===== src/rtl/rr_bus_arbiter_3.sv =====
// Three-way bus arbiter with registered one-hot grant, encoded owner, bounded hold time and lock.
// Round-robin or fixed-priority selection; grant hands over directly between owners without idle gaps.
module rr_bus_arbiter_3 #(
  parameter int unsigned MaxHold   = 8,
  parameter bit          FixedPrio = 1'b0
) (
  input  logic       Clock,
  input  logic       Reset,
  input  logic       Req_1,
  input  logic       Req_2,
  input  logic       Req_3,
  input  logic       Lock,
  output logic       Grant_1,
  output logic       Grant_2,
  output logic       Grant_3,
  output logic [1:0] Owner,
  output logic       Busy,
  output logic [7:0] HoldCnt
);

  typedef enum logic {
    IDLE  = 1'b0,
    OWNED = 1'b1
  } state_e;

  localparam bit         HOLD_EN   = (MaxHold != 0);
  localparam logic [7:0] HOLD_LIM  = 8'(MaxHold);
  localparam logic [7:0] HOLD_SAT  = 8'hFF;
  localparam logic [1:0] ID_NONE   = 2'd0;
  localparam logic [1:0] ID_FIRST  = 2'd1;

  state_e     state_q, state_d;
  logic [1:0] owner_q, owner_d;
  logic [7:0] hold_q,  hold_d;
  logic [1:0] ptr_q,   ptr_d;

  logic [2:0] req;
  logic [2:0] owner_mask;
  logic [2:0] others;
  logic [1:0] search_start;
  logic [1:0] win_any;
  logic [1:0] win_other;
  logic       owner_req;
  logic       others_pending;
  logic       hold_expired;
  logic       preempt;

  // First set bit of c when scanning requester ids start, start+1, start+2 (mod 3, ids 1..3).
  function automatic logic [1:0] pick(input logic [2:0] c, input logic [1:0] start);
    logic [1:0] p;
    p = ID_NONE;
    case (start)
      2'd2: begin
        if      (c[1]) p = 2'd2;
        else if (c[2]) p = 2'd3;
        else if (c[0]) p = 2'd1;
      end
      2'd3: begin
        if      (c[2]) p = 2'd3;
        else if (c[0]) p = 2'd1;
        else if (c[1]) p = 2'd2;
      end
      default: begin
        if      (c[0]) p = 2'd1;
        else if (c[1]) p = 2'd2;
        else if (c[2]) p = 2'd3;
      end
    endcase
    return p;
  endfunction

  function automatic logic [1:0] next_ptr(input logic [1:0] w);
    logic [1:0] n;
    case (w)
      2'd1:    n = 2'd2;
      2'd2:    n = 2'd3;
      default: n = 2'd1;
    endcase
    return n;
  endfunction

  function automatic logic [2:0] decode(input logic [1:0] id);
    logic [2:0] m;
    m = '0;
    case (id)
      2'd1:    m = 3'b001;
      2'd2:    m = 3'b010;
      2'd3:    m = 3'b100;
      default: m = '0;
    endcase
    return m;
  endfunction

  always_comb begin
    req            = {Req_3, Req_2, Req_1};
    owner_mask     = decode(owner_q);
    others         = req & ~owner_mask;
    owner_req      = |(req & owner_mask);
    others_pending = |others;
    search_start   = FixedPrio ? ID_FIRST : ptr_q;
    win_any        = pick(req, search_start);
    win_other      = pick(others, search_start);
    hold_expired   = HOLD_EN && (hold_q >= HOLD_LIM);
    preempt        = hold_expired && !Lock && others_pending;
  end

  always_ff @(posedge Clock or posedge Reset) begin
    if (Reset) begin
      state_q <= IDLE;
      owner_q <= ID_NONE;
      hold_q  <= '0;
      ptr_q   <= ID_FIRST;
    end else begin
      state_q <= state_d;
      owner_q <= owner_d;
      hold_q  <= hold_d;
      ptr_q   <= ptr_d;
    end
  end

  always_comb begin
    state_d = state_q;
    owner_d = owner_q;
    hold_d  = hold_q;
    ptr_d   = ptr_q;
    case (state_q)
      IDLE: begin
        if (|req) begin
          state_d = OWNED;
          owner_d = win_any;
          hold_d  = 8'd1;
          ptr_d   = next_ptr(win_any);
        end
      end
      OWNED: begin
        if (owner_req) begin
          if (preempt) begin
            owner_d = win_other;
            hold_d  = 8'd1;
            ptr_d   = next_ptr(win_other);
          end else if (hold_q != HOLD_SAT) begin
            hold_d  = hold_q + 8'd1;
          end
        end else if (others_pending) begin
          // Release with someone waiting: hand over without passing through IDLE.
          owner_d = win_other;
          hold_d  = 8'd1;
          ptr_d   = next_ptr(win_other);
        end else begin
          state_d = IDLE;
          owner_d = ID_NONE;
          hold_d  = '0;
        end
      end
      default: begin
        state_d = IDLE;
        owner_d = ID_NONE;
        hold_d  = '0;
      end
    endcase
  end

  always_comb begin
    {Grant_3, Grant_2, Grant_1} = decode(owner_q);
    Owner   = owner_q;
    Busy    = (state_q == OWNED);
    HoldCnt = hold_q;
  end

endmodule


===== config.mk =====
export PLATFORM = sky130hd
export DESIGN_NAME = rr_bus_arbiter_3
export DESIGN_NICKNAME = d
export VERILOG_FILES = /design/src/rtl/rr_bus_arbiter_3.sv
export SDC_FILE = /design/constraint.sdc
export NUM_CORES = 1
export LEC_CHECK = 0
export CORE_MARGIN = 2
export CORE_UTILIZATION = 51
export DETAILED_ROUTE_END_ITERATION = 6
export MAX_ROUTING_LAYER = met4
export PLACE_DENSITY = 0.79
export SYNTH_ARGS = -nofsm -noshare
export SYNTH_HDL_FRONTEND = slang
export SYNTH_SLANG_ARGS = --single-unit

===== constraint.sdc =====
create_clock -name Clock -period 2 [get_ports Clock]
set_input_delay 0.2 -clock Clock [delete_from_list [all_inputs] [get_ports Clock]]
set_output_delay 0.2 -clock Clock [all_outputs]
set_load 0.02 [all_outputs]

Word-level counts from Yosys, hierarchy flattened
Cells that the tools add are included.
- reductions and logical operators: 9
- muxes and demuxes: 43
- equal/unequal tests: 14
- magnitude comparators: 1
- add/sub/neg operators: 1
- bitwise gates (word level): 4
- operator list (kind ; number):
    two-way mux 2 bit ; 24
    two-way mux 8 bit ; 4
    one-hot mux 2 bit (2 select lines) ; 6
    one-hot mux 8 bit (2 select lines) ; 1
    equality test 2 bit (second input constant) ; 6
    one-hot mux 3 bit (3 select lines) ; 1
    OR reduction 3 bit ; 3
    adder 8 x 1 -> 8 bit (second input constant) ; 1
    greater-or-equal comparator 8 x 4 -> 1 bit (second input constant) ; 1
    inequality test 8 bit (second input constant) ; 1
    bitwise AND 3 bit ; 2
    equality test 2 x 1 -> 1 bit (second input constant) ; 3
    two-way mux 1 bit ; 6
    inequality test 4 x 2 -> 1 bit (second input constant) ; 1
    AND reduction 2 bit ; 2
    inequality test 3 x 1 -> 1 bit (second input constant) ; 1
    inequality test 3 x 2 -> 1 bit (second input constant) ; 1
    NOT 3 bit ; 1
    AND reduction 3 bit ; 1
    logical AND 1 bit ; 2
    inequality test 2 bit (second input constant) ; 1
    one-hot mux 1 bit (2 select lines) ; 1
    logical NOT 1 bit ; 1
    NOT 1 bit ; 1
- bits in registers: 13
- input port bits: 6

Logic depth before layout (Yosys ltp)
Gate-level depths: netlist of run 1.
- word-level depth: 13
- depth in mapped cells: 7
- gate-level depth less buffers: 6

Worst setup path after synthesis of run 1
No wires, ideal clock.
- path kind: reg-to-reg
- from: register owner_q[0] (netlist: Owner[0])
- to: register ptr_q[1]
- clock period less this slack: 1.925 ns
- library setup time: 0.125 ns
- cell stages (with the launch flop): 7
- arrival time: 1.801 ns
- required time: 1.875 ns
- setup slack: 0.075 ns
- cell sequence: dfrtp_1 -> buf_2 -> nor2b_1 -> a311oi_1 -> a2111oi_0 -> mux2i_1 -> mux2_2
- cells in the longest elaborated chain, start to end: 13
- elaborated cells between the ends (all ways): 30
- those cells by class: 7 x eq/ne; 16 x mux; 3 x bitwise; 4 x reduce/logical
- ends and longest elaborated chain (element ; RTL line ; text):
    start: declaration ; 33 ; logic [1:0] owner_q, owner_d;
    start signal: assignment ; 115 ; owner_q <= owner_d;
    equality test 2 bit or equality test 2 x 1 -> 1 bit (tied branches) ; n/a ;
    one-hot mux 3 bit (3 select lines) * ; n/a ;
    named net Grant_2 ; 14 ; output logic Grant_2,
    NOT 3 bit ; 97 ; others = req & ~owner_mask;
    bitwise AND 3 bit ; 97 ;
    two-way mux 2 bit ; 61 ; else if (c[1]) p = 2'd2;
    two-way mux 2 bit ; 60 ; else if (c[0]) p = 2'd1;
    two-way mux 2 bit ; 59 ; if (c[2]) p = 2'd3;
    one-hot mux 2 bit (2 select lines) ; 52 ; case (start)
    equality test 2 bit or equality test 2 x 1 -> 1 bit (tied branches) ; 74 ; case (w)
    one-hot mux 2 bit (2 select lines) ; 74 ;
    two-way mux 2 bit (on tied branches) ; 144, 137 ;
    two-way mux 2 bit ; 136 ; if (owner_req) begin
    one-hot mux 2 bit (2 select lines) ; 126 ; case (state_q)
    end signal: assignment ; 117 ; ptr_q <= ptr_d;
    end: declaration ; 35 ; logic [1:0] ptr_q, ptr_d;
Mark *: on every way through the listed nets, which the timed path passes. The rest lies on a longest branch. The select of a mux whose other input is x is not followed.
A chain may end at the register's enable or synchronous reset.

Worst setup path after layout of run 1
- from: register owner_q[1] (netlist: Owner[1])
- to: register ptr_q[1]
- cells in the longest elaborated chain, start to end: 13
- elaborated cells between the ends (all ways): 30
- those cells by class: 7 x eq/ne; 16 x mux; 3 x bitwise; 4 x reduce/logical
- ends and longest elaborated chain (element ; RTL line ; text):
    equality test 2 bit or equality test 2 x 1 -> 1 bit (tied branches) ; 85 ; case (id)
    one-hot mux 3 bit (3 select lines) * ; 85 ;
    NOT 3 bit ; 97 ;
    bitwise AND 3 bit ; 97 ;
    two-way mux 2 bit (tied with other cells) ; 66 ; else if (c[2]) p = 2'd3;
    two-way mux 2 bit (on tied branches) ; 65, 55, 60 ;
    two-way mux 2 bit (on tied branches) ; 64, 54, 59 ;
    one-hot mux 2 bit (2 select lines) ; 52 ;
    equality test 2 bit or equality test 2 x 1 -> 1 bit (tied branches) ; 74 ;
    one-hot mux 2 bit (2 select lines) ; 74 ;
    two-way mux 2 bit (on tied branches) ; 144, 137 ;
    two-way mux 2 bit ; 136 ;
    one-hot mux 2 bit (2 select lines) ; 126 ;
Every way passes the cells marked *; elsewhere a longest branch is shown, timed or not. The select of a mux whose other input is x is not followed.

==> results.md, run 1 <==
- Outcome: finished, final reports clean
- Number of synthesized flops with an enable pin: 0
- Layout cell share with drive strength beyond 1: 18.1%
- Antenna violations before repair: 0
- Skew final: 0.00464 ns
- Num CTS Buffers: 3
- Type of origin of the critical path: flop
- Die extent in y: 49.0 um
- Synth Area in XOR/XNOR: 4.25%
- Crit end category: flop
- Post-synth ARST share: 100%
- Count of pins over their slew limit: 0
- Fraction of synthesized area in multiplexers: 7.04%
- Clock Tree Root: clkbuf_4
- Synth cell types: 45
- Min cycle time layout: 1.88 ns
- Vias in the first global route: 857
- Final hold slack: 0.232 ns
- Port buffer count: 19
- Later-pin clock latency in the skew report: 0.28 ns
- Final HPWL DP: 1710 um
- DR WL/cell: 13.3 um
- # rows: 16
- Final setup margin: 0.123 ns
- RePlAce Congestion: 0.897
- Tot Pwr: 1.41 mW
- Final Hold Fails: 0
- Total number of vias: 910
- Achievable frequency: 0.533 GHz
- Worst Max-Slew Pin Slew: 0.487 ns
- DRT iter0 DRCs: 21
- Lkg Pwr: 0.581 nW
- Post-CTS Setup Inserts: 0
- Drt via density: 5.52
- Final setup violation count: 0
- Final period utilization: 93.8%
- Post-route ant nets: 0
- Grt ovf: 0
- Post-Synth Adder-Cell Area: 3.64%
- DRC violations left: 0
- WS Path Type: reg2reg
- Die ar.: 2400 sq um
- Power per cell area: 1090 nW/um^2
- Nets: 148
- Post-route cell area: 1290 sq um
- Area contributors post-synth: dfrtp_1 (29%), mux2i_1 (4.9%), inv_1 (4.0%)
- Starting Density: 53.1%
- Mean post-synth cell area: 9.12 sq um
- Synth warn: 0
- Worst-path fanout max: 10
- Hold Buf Count CTS: 0
- Rel. slew slack: 67.5%
- Fillers: 176
- Placed inst area: 1270 sq um
- Post-synthesis simple-gate area fraction: 22.1%
- Maximum clock insertion buffer count: 2
- Top cell type's share of synthesized area: 29.1%
- Die Wd: 49.0 um
- H-tree levels: 1
- Largest net degree at the start of global routing: 14
- Area growth, synth to finish: 25.5%
- Num ports: 20
- First-pass GRT wire length: 3820 um
- Compound-Gate Fraction of Synth Area: 22.6%
- Req. time, crit path: 2.17 ns
- Register area share after synthesis: 31.7%
- Core area: 1940 sq um
- CTS tree: built
- Max Cap Violations: 0
- Reg clk slew, reported paths: 0.08 ns
- Critical Path AT: 2.04 ns
- Mapped Cells: 113
- Ys flop type: dfrtp_1
- Antenna Cells: 0
- Hold Path Class: in2async
- DR pass1 iterations: 4
- Seq cells post-synth: 13
- Largest family of logic cells by synthesized area: compound AO/OA/AOI/OAI gates
- Area leader, netlist: dfrtp_1
- Clock sinks: 13
- Maximum vdd drop: 0.000816 V
- Post-Synthesis Net Count: 122
- Pre-CTS setup slack: -0.131 ns
- Total track usage: 21.0%
- Overall routed net length: 2200 um
- Unrepaired setup endpoints after global routing: no
- Post-Syn Area: 1030 sq um
==> per-layer routing <==
| layer | wire [um] | track usage (%) | up-vias | part of all wire [%] |
|---|---|---|---|---|
| met5 | 0 | - | - | 0 |
| met4 | 42 | 7.62 | 0 | 1.9 |
| met3 | 112 | 4.91 | 4 | 5.1 |
| met2 | 1060 | 32.9 | 24 | 48 |
| met1 | 989 | 26.7 | 425 | 45 |
| li1 | - | - | 457 | - |
==> per-stage QoR <==
step | setup TNS, ns | std cells | util [%]
2_1_floorplan | 0 | 113 | -
6_report | 0 | 165 | 66.6
4_1_cts | 0 | 165 | 66.6
5_1_grt | 0 | 165 | 66.6
3_3_place_gp | -0.141 | 161 | 65.2
3_5_place_dp | -0.232 | 161 | 65.2
==> placed cells by master (no fill, tap or decap), drive strengths merged, types with 2 or more instances in the layout <==
master and count:
clkdlybuf4s50 19, dfrtp 12, inv 11, nor2 8
nand2 8, buf 8, a21oi 7, o21ai 6
mux2i 5, clkbuf 4, and2 3, xor2 3
ha 3, nand4 3, a211oi 3, nand2b 3
nand3 2, nor3 2, or3 2, mux2 2
xnor2 2, a21boi 2, o2bb2ai 2, a21bo 2
==> worst paths after layout <==
| kind | cells after the start | startpoint | slack [ns] | endpoint |
|---|---|---|---|---|
| worst min-delay path | 2 | Reset | 0.23 | HoldCnt[2] |
| min in group Clock | 2 | ptr_q[0] | 0.55 | ptr_q[0] |
| worst max-delay path | 5 | Owner[1] | 0.12 | ptr_q[1] |
| worst max register to register | 5 | Owner[1] | 0.12 | ptr_q[1] |
| max in group asynchronous | 2 | Reset | 1.41 | Owner[0] |
| worst min register to register | 2 | ptr_q[0] | 0.55 | ptr_q[0] |
==> final cells by class <==
cell class / instances / area, sq um / area share (%)
inverters: 11 / 41.3 / 3.19
clock buffers: 4 / 26.3 / 2.03
repair buffers: 27 / 250 / 19.3
multi-input cells: 83 / 614 / 47.5
flip-flops and latches: 13 / 328 / 25.3
well taps: 27 / 33.8 / 2.61
==> cells by family after synthesis <==
| group | Yosys count |
|---|---|
| simple gates | 38 |
| compound gates | 30 |
| buf+inv | 17 |
| flops | 13 |
| mux | 7 |
| xor+xnor | 5 |
| fa+ha+maj | 3 |
==> flip-flops by register name, summed over array words and instances (netlist names) <==
register,cells
Owner,2
ptr_q,2
HoldCnt,8
Busy,1
==> cell usage after synthesis, types with 3 or more instances <==
master   instances
xor2_1           3
buf_6            3
o21ai_0          4
ha_1             3
buf_2            3
nor2_1           8
inv_1           11
dfrtp_1         12
nand2_1          8
and2_1           3
mux2i_1          5
a21oi_1          7
==> report_power, final <==
group	switching [mW]	internal [mW]	total [mW]
combinational	0.382	0.413	0.795
clock	0.0835	0.0774	0.161
sequential	0.123	0.334	0.457
==> what timing repair did <==
action	4_1_cts	5_1_grt
gates resized for setup	0	1
hold endpoints to repair	0	0
endpoints found under the setup margin	0	1
==> critical path, cell delays in order, from the launching register on <==
cell      delay [ns]
dfrtp_1         0.48
nand2b_4        0.21
a211oi_2        0.22
and4bb_4        0.27
o21ai_1         0.22
mux2_2          0.37
Power figures use the tool's default switching activity.
==> run 2: changes to the inputs <==
--- a/config.mk
+++ b/config.mk
@@ -7,8 +7,9 @@
 export LEC_CHECK = 0
 export CORE_MARGIN = 2
-export CORE_UTILIZATION = 51
+export CORE_UTILIZATION = 52
 export DETAILED_ROUTE_END_ITERATION = 6
+export DONT_BUFFER_PORTS = 1
 export MAX_ROUTING_LAYER = met4
-export PLACE_DENSITY = 0.79
+export PLACE_DENSITY = 0.67
 export SYNTH_ARGS = -nofsm -noshare
 export SYNTH_HDL_FRONTEND = slang
==> constraint.sdc (replaced) <==
create_clock -name Clock -period 2 [get_ports Clock]
set_input_delay 0.2 -clock Clock [delete_from_list [all_inputs] [get_ports Clock]]
set_output_delay 0.2 -clock Clock [all_outputs]
set_load 0.05 [all_outputs]
==> run 2 against run 1 <==
Compared with the run above:
- final cell count down 8.5%
- clock skew about the same
- die area down 1.8%
- combinational power up 8.9%
- critical path type unchanged
- critical endpoint is now Owner[0]
- largest cell class unchanged
- largest power group unchanged
==> results.md, run 2 (same netlist as run 1, synthesis figures left out) <==
- Count of pins over their slew limit: 0 (unchanged)
- Most common cell after layout, fill and taps aside: buf_4
- Hold path depth: 1
- First-pass GRT wire length: 3760 um (-1.4%)
- RR Startpoint: Owner[0]
- Post-route ant nets: 0 (unchanged)
- Starting Density: 53.6% (+0.55 points)
- Core area: 1920 sq um (-1.0%)
- Lkg Pwr: 0.541 nW (-6.9%)
- DR pass1 iterations: 4 (unchanged)
- Total number of vias: 878 (-3.5%)
- Setup TNS: 0 ns (unchanged)
- Register Area: 329 sq um (+0.38%)
- Drt via density: 5.81 (+5.4%)
- Achievable frequency: 0.539 GHz (+1.2%)
- Antenna Cells: 0 (unchanged)
- Nets: 134 (-9.5%)
- H-tree levels: 1 (unchanged)
- Sw frac: 50.1% (+8.5 points)
- Multi-input logic area: 622 sq um (+1.2%)
- Max FFs per register: 8 (unchanged)
- WS Path Type: reg2reg
- Reg clk slew, reported paths: 0.07 ns (about the same)
- CTS resizes: 0 (unchanged)
- Die ar.: 2350 sq um (-1.8%)
- DRT iter0 DRCs: 42 (+100%)
- Int Pwr: 0.733 mW (-11%)
- Layout cell share with drive strength beyond 1: 25.0% (+6.9 points)
- Final HPWL DP: 1640 um (-4.3%)
- Most frequent cells in the layout: buf_4 (12), inv_1 (11), dfrtp_1 (10)
- Hold path start: Req_1
- Vias in the first global route: 828 (-3.4%)
- Rel. slew slack: 67.7% (+0.19 points)
- Worst-path fanout max: 9 (-1)
- Final hold slack: 0.104 ns (-0.128 ns)
- DRC violations left: 0 (unchanged)
- Later-pin clock latency in the skew report: 0.27 ns (about the same)
- Maximum clock insertion buffer count: 2 (unchanged)
- Total track usage: 20.9% (-0.11 points)
- Comb pwr share: 58.9% (+2.6 points)
- DR WL/cell: 14.2 um (+6.0%)
- Die extent in y: 48.5 um (-0.89%)
- Clock Tree Root: clkbuf_4
- Power per cell area: 1280 nW/um^2 (+17%)
- Crit end category: flop
- Final period utilization: 92.8% (-1.1 points)
- # rows: 16 (unchanged)
- Final setup violation count: 0 (unchanged)
- Hold endpoint: Busy
- Worst R2R End: Owner[0]
- CTS tree: built
- Critical Path AT: 2.01 ns (-0.03 ns)
- Clock sinks: 13 (unchanged)
- Hold Path Class: in2reg
- Maximum vdd drop: 0.000802 V (-1.7%)
- Fillers: 185 (+5.1%)
- Switch Pwr: 0.736 mW (+25%)
- Max Cap Violations: 0 (unchanged)
- Skew final: 0.00422 ns (-0.000419 ns)
- Overall routed net length: 2140 um (-3.0%)
- R2r setup slk: 0.14 ns (+0.02 ns)
- Outcome: finished, final reports clean
- Area growth, synth to finish: 11.8%
- Clk network pwr share: 10.4% (-1.0 points)
- Antenna violations before repair: 0 (unchanged)
- Num ports: 20 (unchanged)
- RePlAce Congestion: 0.868 (-3.3%)
- Sequential Power Share: 30.6% (-1.7 points)
- Min cycle time layout: 1.86 ns (-0.0213 ns)
- Worst Max-Slew Pin Slew: 0.484 ns (-0.00280 ns)
- Req. time, crit path: 2.15 ns (-0.02 ns)
- Worst r2r path cells: 6 (+1)
- Largest net degree at the start of global routing: 14 (unchanged)
- Num CTS Buffers: 3 (unchanged)
- Grt ovf: 0 (unchanged)
- Die Wd: 48.5 um (-0.89%)
- Final Hold Fails: 0 (unchanged)
- Unrepaired setup endpoints after global routing: no
- Type of origin of the critical path: flop
- Port buffer count: 0 (-19)
-- run 2: cell count changes in the layout (fill, tap and decap cells not counted), sizes merged --
cell,change
buf,+4
clkdlybuf4s50,-19
dlygate4sd3,+1
-- run 2: power by group through the flow --
stage / logic (mW) / clock network (mW) / registers [mW]
after floorplan: 0.610 / 0 / 0.547
after global placement: 0.843 / 0 / 0.448
after detailed placement: 0.856 / 0 / 0.454
after CTS: 0.862 / 0.160 / 0.448
after global routing: 0.932 / 0.174 / 0.468
final: 0.866 / 0.153 / 0.450
-- run 2: area by class of cell --
class,instances,share of cell area [%]
Timing Repair Buffer,13,8.69
Tap cell,27,2.93
Sequential cell,13,28.6
Inverter,11,3.58
Clock buffer,4,2.28
Multi-Input combinational cell,83,54.0
-- run 2: how the worst max path moves through the flow --
stage,from,to
detailed placement,Owner[1],ptr_q[1]
floorplan,Owner[0],ptr_q[1]
global route,Owner[1],ptr_q[1]
global placement,Owner[1],Owner[0]
CTS,Owner[1],Owner[0]
finish,Owner[0],Owner[0]
-- run 2: metal layers --
layer,GRT usage [%],up-vias,wire [um]
met5,-,-,0
met3,6.79,2,141
met4,4.29,0,10
met1,30.4,415,1020
li1,-,431,-
met2,28.5,30,965
-- run 2: per-stage QoR --
stage                     utilization [%]  cell area, sq um  std cells  setup WS (ns)  total power, mW
final                                60.0              1150        151          0.145             1.47
after global routing                 60.0              1150        151         0.0393             1.57
after CTS                            60.0              1150        151          0.144             1.47
after detailed placement             58.1              1120        146          0.143             1.31
after global placement               58.1              1120        146          0.200             1.29
after floorplan                         -              1040        113         0.0143             1.16
-- run 2: repair_timing --
item,4_1_cts,5_1_grt
setup buffers,0,0
endpoints found under the hold margin,12,0
hold buffers,1,0
-- run 2: worst max-delay path: stages, from the launching register on --
cell      delay, ns
dfrtp_2        0.49
buf_4          0.25
nand3b_1       0.10
o21ai_0        0.10
nand2_1        0.20
o21ai_2        0.24
mux2_2         0.37
